--- config.mk ---
export PLATFORM = sky130hd
export DESIGN_NAME = fifo_stream_reader
export DESIGN_NICKNAME = d
export VERILOG_FILES = /design/src/rtl/fifo_stream_reader_pkg.sv /design/src/rtl/fifo_stream_reader_skid_buf.sv /design/src/rtl/fifo_stream_reader.sv
export SDC_FILE = /design/constraint.sdc
export NUM_CORES = 1
export LEC_CHECK = 0
export ABC_AREA = 1
export BUFFER_PORTS_ARGS = -buffer_cell sky130_fd_sc_hd__buf_4
export CORE_UTILIZATION = 57
export DETAILED_ROUTE_END_ITERATION = 7
export PLACE_DENSITY = 0.84
export SYNTH_ARGS = -nofsm -noshare
export SYNTH_HDL_FRONTEND = slang
export SYNTH_SLANG_ARGS = --single-unit
--- constraint.sdc ---
create_clock -name clk -period 4.1 [get_ports clk]
set_input_delay 0.41 -clock clk [delete_from_list [all_inputs] [get_ports clk]]
set_output_delay 0.41 -clock clk [all_outputs]
set_load 0.02 [all_outputs]
--- src/rtl/fifo_stream_reader_pkg.sv ---
// Shared definitions for the FIFO stream reader.
//   DATA_BUS_SIZE   : default word width, matches the FIFO data width.
//   occ_e           : skid-buffer occupancy (EMPTY / ONE / TWO).
//   FIFO_RD_LATENCY : cycles from a sampled FIFO read strobe to valid data_out.
//   occ_count()     : number of words held for a given occupancy state.
package fifo_stream_reader_pkg;

  localparam int DATA_BUS_SIZE   = 32;
  localparam int FIFO_RD_LATENCY = 1;

  typedef enum logic [1:0] {
    OCC_EMPTY = 2'd0,
    OCC_ONE   = 2'd1,
    OCC_TWO   = 2'd2
  } occ_e;

  function automatic logic [1:0] occ_count(input occ_e occ);
    case (occ)
      OCC_ONE: occ_count = 2'd1;
      OCC_TWO: occ_count = 2'd2;
      default: occ_count = 2'd0;
    endcase
  endfunction

endpackage

--- src/rtl/fifo_stream_reader_skid_buf.sv ---
// Two-entry skid buffer with its occupancy state machine.
//   clk, rst_n   : clock and synchronous active-low reset.
//   capture      : a fetched word arrives on capture_data this cycle.
//   capture_data : word returned by the FIFO.
//   pop          : the head word is accepted downstream this cycle.
//   occ          : current occupancy state.
//   head_data    : oldest buffered word (stream output).
module reader_skid_buf
  import fifo_stream_reader_pkg::*;
#(
  parameter int DATA_WIDTH = DATA_BUS_SIZE
) (
  input  logic                  clk,
  input  logic                  rst_n,
  input  logic                  capture,
  input  logic [DATA_WIDTH-1:0] capture_data,
  input  logic                  pop,
  output occ_e                  occ,
  output logic [DATA_WIDTH-1:0] head_data
);

  occ_e                  occ_q, occ_d;
  logic [DATA_WIDTH-1:0] head_q, head_d;
  logic [DATA_WIDTH-1:0] tail_q, tail_d;

  always_comb begin
    occ_d  = occ_q;
    head_d = head_q;
    tail_d = tail_q;
    case (occ_q)
      OCC_EMPTY: begin
        if (capture) begin
          head_d = capture_data;
          occ_d  = OCC_ONE;
        end
      end
      OCC_ONE: begin
        if (capture && pop) begin
          head_d = capture_data;
        end else if (capture) begin
          tail_d = capture_data;
          occ_d  = OCC_TWO;
        end else if (pop) begin
          occ_d  = OCC_EMPTY;
        end
      end
      OCC_TWO: begin
        // Capture without pop cannot happen here: the credit rule in the
        // top never lets a third word be in flight.
        if (pop) begin
          head_d = tail_q;
          if (capture) begin
            tail_d = capture_data;
          end else begin
            occ_d  = OCC_ONE;
          end
        end
      end
      default: occ_d = OCC_EMPTY;
    endcase
  end

  always_ff @(posedge clk) begin
    if (!rst_n) begin
      occ_q  <= OCC_EMPTY;
      head_q <= '0;
      tail_q <= '0;
    end else begin
      occ_q  <= occ_d;
      head_q <= head_d;
      tail_q <= tail_d;
    end
  end

  assign occ       = occ_q;
  assign head_data = head_q;

  overflow_a: assert property (@(posedge clk) disable iff (!rst_n)
    !(capture && !pop && occ_q == OCC_TWO));

  underflow_a: assert property (@(posedge clk) disable iff (!rst_n)
    !(pop && occ_q == OCC_EMPTY));

endmodule

--- src/rtl/fifo_stream_reader.sv ---
// Drains a synchronous FIFO (one-cycle read latency) onto a valid/ready
// stream at up to one word per cycle, marks burst ends and counts beats.
//   clk, rst_n : clock and synchronous active-low reset.
//   en         : allows new FIFO reads; already fetched words still drain.
//   fifo_rd    : FIFO read strobe (combinational).
//   fifo_empt  : FIFO empty flag.
//   fifo_data  : FIFO data_out, valid the cycle after a sampled read.
//   m_valid, m_ready, m_data, m_last : output stream.
//   words_sent : accepted beats since reset, wrapping.
//   busy       : a word is buffered or a read is in flight.
module fifo_stream_reader
  import fifo_stream_reader_pkg::*;
#(
  parameter int DATA_WIDTH = DATA_BUS_SIZE,
  parameter int BURST_LEN  = 8,
  parameter int CNT_WIDTH  = 16
) (
  input  logic                  clk,
  input  logic                  rst_n,
  input  logic                  en,
  output logic                  fifo_rd,
  input  logic                  fifo_empt,
  input  logic [DATA_WIDTH-1:0] fifo_data,
  output logic                  m_valid,
  input  logic                  m_ready,
  output logic [DATA_WIDTH-1:0] m_data,
  output logic                  m_last,
  output logic [CNT_WIDTH-1:0]  words_sent,
  output logic                  busy
);

  localparam int               BEAT_W       = 8;
  localparam logic [BEAT_W-1:0] LAST_BEAT   = BEAT_W'(BURST_LEN - 1);
  // Words that may be buffered or in flight at once: the read latency plus
  // the word currently on the output.
  localparam logic [1:0]        CREDIT_LIMIT = 2'(FIFO_RD_LATENCY + 1);

  occ_e                  occ;
  logic [DATA_WIDTH-1:0] head_data;
  logic                  pop;
  logic [1:0]            credits_used;
  logic                  pending_q, pending_d;
  logic [BEAT_W-1:0]     beat_q, beat_d;
  logic [CNT_WIDTH-1:0]  words_q, words_d;

  reader_skid_buf #(
    .DATA_WIDTH (DATA_WIDTH)
  ) u_skid (
    .clk          (clk),
    .rst_n        (rst_n),
    .capture      (pending_q),
    .capture_data (fifo_data),
    .pop          (pop),
    .occ          (occ),
    .head_data    (head_data)
  );

  assign m_valid = (occ != OCC_EMPTY);
  assign m_data  = head_data;
  assign pop     = m_valid & m_ready;
  assign m_last  = m_valid & (beat_q == LAST_BEAT);
  assign busy    = m_valid | pending_q;

  // pop implies at least one buffered word, so this cannot underflow.
  assign credits_used = occ_count(occ) + {1'b0, pending_q} - {1'b0, pop};
  assign fifo_rd      = rst_n & en & ~fifo_empt & (credits_used < CREDIT_LIMIT);

  always_comb begin
    pending_d = fifo_rd;
    beat_d    = beat_q;
    words_d   = words_q;
    if (pop) begin
      beat_d  = (beat_q == LAST_BEAT) ? '0 : beat_q + BEAT_W'(1);
      words_d = words_q + CNT_WIDTH'(1);
    end
  end

  always_ff @(posedge clk) begin
    if (!rst_n) begin
      pending_q <= 1'b0;
      beat_q    <= '0;
      words_q   <= '0;
    end else begin
      pending_q <= pending_d;
      beat_q    <= beat_d;
      words_q   <= words_d;
    end
  end

  assign words_sent = words_q;

endmodule

==> summary.md <==
| Metric | Value |
|---|---|
| Worst-Margin Slew | `0.973 ns` |
| Min Tclk post-route | `between 2 and 3 ns` |
| Gr usage total | `a little over a quarter` |
| H-tree depth | `3` |
| Post-CTS setup buffers | `0` |
| Total grt overflow | `0` |
| Total die area | `just over 7000 um^2` |
| Syn_area_per_cell | `between 7 and 8 um^2` |
| Gpl congestion | `0.847` |
| # rows | `29` |
| Cells after Synth | `535` |
| Hold Path End | `u_skid.tail_q[13]` |
| Yosys reg bits | `about 90` |
| Leakage | `slightly below 2 nW` |
| Crit-path cells | `inv_2, nor2_4, inv_2, o211ai_1, a31oi_1, buf_4` |
| Setup TNS | `0 ns` |
| Hold Path Class | `in -> reg` |
| Max clock buf depth | `2` |
| Min-Delay Startpoint | `fifo_data[13]` |
| Worst-path clk slew | `~0.09 ns` |
| CORE AREA | `between 6000 and 7000 um^2` |
| Root Buffer | `clkbuf_8` |
| Worst EP arrival | `between 2 and 3 ns` |
| PwrDens | `approximately 400 nW/um^2` |
| Failing checks | `design-rule violations` |
| YS warnings | `0` |
| Largest stage delay, worst path | `~0.6 ns` |
| Worst Path Required | `3.69 ns` |
| CTS tree | `built` |
| Antenna diode count | `0` |
| Fin crit share | `between 70% and 80%` |
| Normalized max-slew margin | `a little over a third` |
| Crit path top cell by count | `inv_2` |
| Seq/Total Area, Yosys | `a little under half` |
| Routed wire per std cell | `approximately 13 um` |
| Die width | `between 80 and 90 um` |
| F_max | `around 340 MHz` |
| Clock skew | `between 0.009 and 0.01 ns` |
| Top sig layer | `met4` |
| Routed Antenna Nets | `0` |
| Via count | `about 3800` |
| Mapped Nets | `around 570` |
| Worst-path maximum fanout | `35` |
| CP Depth | `6` |
| Largest net degree at the start of global routing | `82` |
| Initial core utilization | `about three fifths` |
| R2r startpoint | `u_skid.occ[1]` |
| Delay-heaviest family, CP | `buffers and inverters` |
| DR iter-0 viols | `233` |
| Max-Cap Viols | `0` |
| # resized after CTS | `0` |
| Total clock sinks | `91` |
| First-pass GRT wire length | `14900 um` |
| Slew Limit Fails | `0` |
| Reg-to-reg endpoint | `u_skid.tail_q[18]` |
| Drt total wl | `between 9000 and 10000 um` |
| Dpl hpwl | `6070 um` |
| Status | `complete, but fails checks` |
| R2R Setup Slk | `1.51 ns` |
| Via density | `about 5.6` |
| Clock buffer count from CTS | `9` |
| Met3 routed WL | `476 um` |
| Synth cell types | `27` |
| Num ports | `89` |
| Worst-Skew Late Latency | `0.36 ns` |
| Drt pass-1 iters | `7` |
| Layout fillers | `513` |
| Nets@finish | `around 640` |
| R2R depth | `8` |
| Dpl ws | `around 1.5 ns` |
| Setup WS post-layout | `approximately 1.2 ns` |
| DIE HEIGHT | `between 80 and 90 um` |
| Share of post-route cells with drive strength above 1 | `between 10% and 20%` |
| Hold path depth | `3` |
| # setup viols final | `0` |
| Vias in the first global route | `between 3000 and 4000` |
| Unrepaired setup endpoints after global routing | `no` |
| Initial antenna violation count | `0` |
| Slowest-stage cell, CP | `nor2_4` |
| Worst path bufs/invs | `3` |
| Worst setup EP type | `output port` |
| Worst vdd ir | `just over 0.3 mV` |
| Synth-to-Final Area Change | `22.1%` |
| DRC | `10` |
| Synth Cell Area | `about 3800 um^2` |
| CP Class | `reg -> out` |
| Met2 WL post-DR | `4530 um` |
| Wl on met1 | `roughly 4000 um` |
| Crit path launch type | `flop` |
| Number of port buffers | `just under 90` |
| Hold_buf cts | `0` |
| Hold Fails Final Rpt | `0` |
[synth_stat cells]
| cell type | number | area, um^2 |
|---|---|---|
| clkbuf_1 | 17 | 63.8 |
| nor3_1 | 9 | 45.0 |
| nor2_4 | 2 | 22.5 |
| a21oi_1 | 18 | 90.1 |
| ha_1 | 2 | 25.0 |
| o21ai_0 | 76 | 380 |
| nand2_2 | 2 | 12.5 |
| a31oi_1 | 34 | 213 |
| or2_0 | 1 | 6.26 |
| buf_1 | 2 | 7.51 |
| buf_2 | 7 | 35.0 |
| nor3b_1 | 1 | 7.51 |
| dfxtp_1 | 91 | 1820 |
| xor2_1 | 1 | 8.76 |
| inv_2 | 4 | 15.0 |
| buf_4 | 4 | 30.0 |
| nand3_1 | 16 | 80.1 |
| nand3b_1 | 1 | 7.51 |
| clkinv_1 | 1 | 3.75 |
| inv_1 | 25 | 93.8 |
| nand2_1 | 118 | 443 |
| nor2_2 | 1 | 6.26 |
| o211ai_1 | 1 | 7.51 |
| o21ai_2 | 1 | 8.76 |
| o21a_1 | 1 | 7.51 |
| nand4_1 | 5 | 31.3 |
| nor2_1 | 94 | 353 |
[power by group]
part           internal [mW]  switching [mW]  total, mW
logic                 0.0946           0.141      0.236
clock network          0.360           0.321      0.681
registers              0.918          0.0231      0.941
total                   1.37           0.485       1.86
[how the worst max path moves through the flow]
| stage | from | to | slack, ns |
|---|---|---|---|
| after global routing | u_skid.occ[1] | fifo_rd | 0.96 |
| after floorplan | rst_n | fifo_rd | 2.27 |
| after CTS | u_skid.occ[1] | fifo_rd | 1.17 |
| after detailed placement | u_skid.occ[1] | u_skid.tail_q[26] | 1.51 |
| after global placement | u_skid.occ[1] | u_skid.tail_q[21] | 1.62 |
| final | u_skid.occ[1] | fifo_rd | 1.19 |
[registers in the layout, indices dropped and copies added, names as in the netlist]
signal / count
u_skid.head_data: 32
words_sent: 16
pending_q: 1
u_skid.tail_q: 32
beat_q: 8
u_skid.occ: 2
[through the flow]
stage | cell area [um^2] | power (mW) | utilization (%) | hold WS [ns] | cells
after global placement | 4450 | 1.19 | 69.2 | 0.463 | 670
after CTS | 4670 | 1.86 | 72.8 | 0.301 | 686
after floorplan | 3830 | 1.10 | - | 0.455 | 535
after global routing | 4670 | 1.92 | 72.8 | 0.307 | 686
final | 4670 | 1.86 | 72.8 | 0.310 | 686
after detailed placement | 4450 | 1.20 | 69.2 | 0.476 | 670
[final cells by class]
type	count	area, um^2	area share (%)
flip-flops and latches	91	1820	39.0
multi-input cells	384	1760	37.6
repair buffers	88	661	14.1
clock buffers	10	138	2.95
inverters	30	113	2.41
well taps	77	96.3	2.06
clock inverters	6	88.8	1.90
[kinds of logic after synthesis]
logic type | Yosys count | synth area share (%)
AOI/OAI and AO/OA | 131 | 18.5
DFF | 91 | 47.6
adders and majority gates | 2 | 0.654
buffers and inverters | 60 | 6.51
xor gates and xnor gates | 1 | 0.229
and+or+nand+nor | 250 | 26.5
[layer usage]
metal	up-vias	track usage, %
met1	1773	29.2
li1	1910	-
met2	115	47.9
met5	-	0
met3	10	5.54
met4	0	10.8
[placed cells by master (no fill, tap or decap), drive strengths merged]
| cell type | Yosys | final |
|---|---|---|
| a31oi | 34 | 34 |
| nand3 | 16 | 16 |
| nor2 | 97 | 97 |
| nand3b | 1 | 1 |
| bufinv | 0 | 2 |
| clkinvlp | 0 | 2 |
| clkbuf | 17 | 10 |
| nor3 | 9 | 9 |
| xor2 | 1 | 1 |
| or2 | 1 | 1 |
| dfxtp | 91 | 91 |
| nand4 | 5 | 5 |
| inv | 29 | 29 |
| ha | 2 | 2 |
| buf | 13 | 88 |
| o21a | 1 | 1 |
| o21ai | 77 | 77 |
| clkinv | 1 | 3 |
| o211ai | 1 | 1 |
| a21oi | 18 | 18 |
| nor3b | 1 | 1 |
| nand2 | 120 | 120 |
[tightest hold or removal path, stage by stage]
cell and delay, ns:
buf_4 0.08, o21ai_0 0.07, nor2_1 0.08
(Power assumes the default switching activity.)
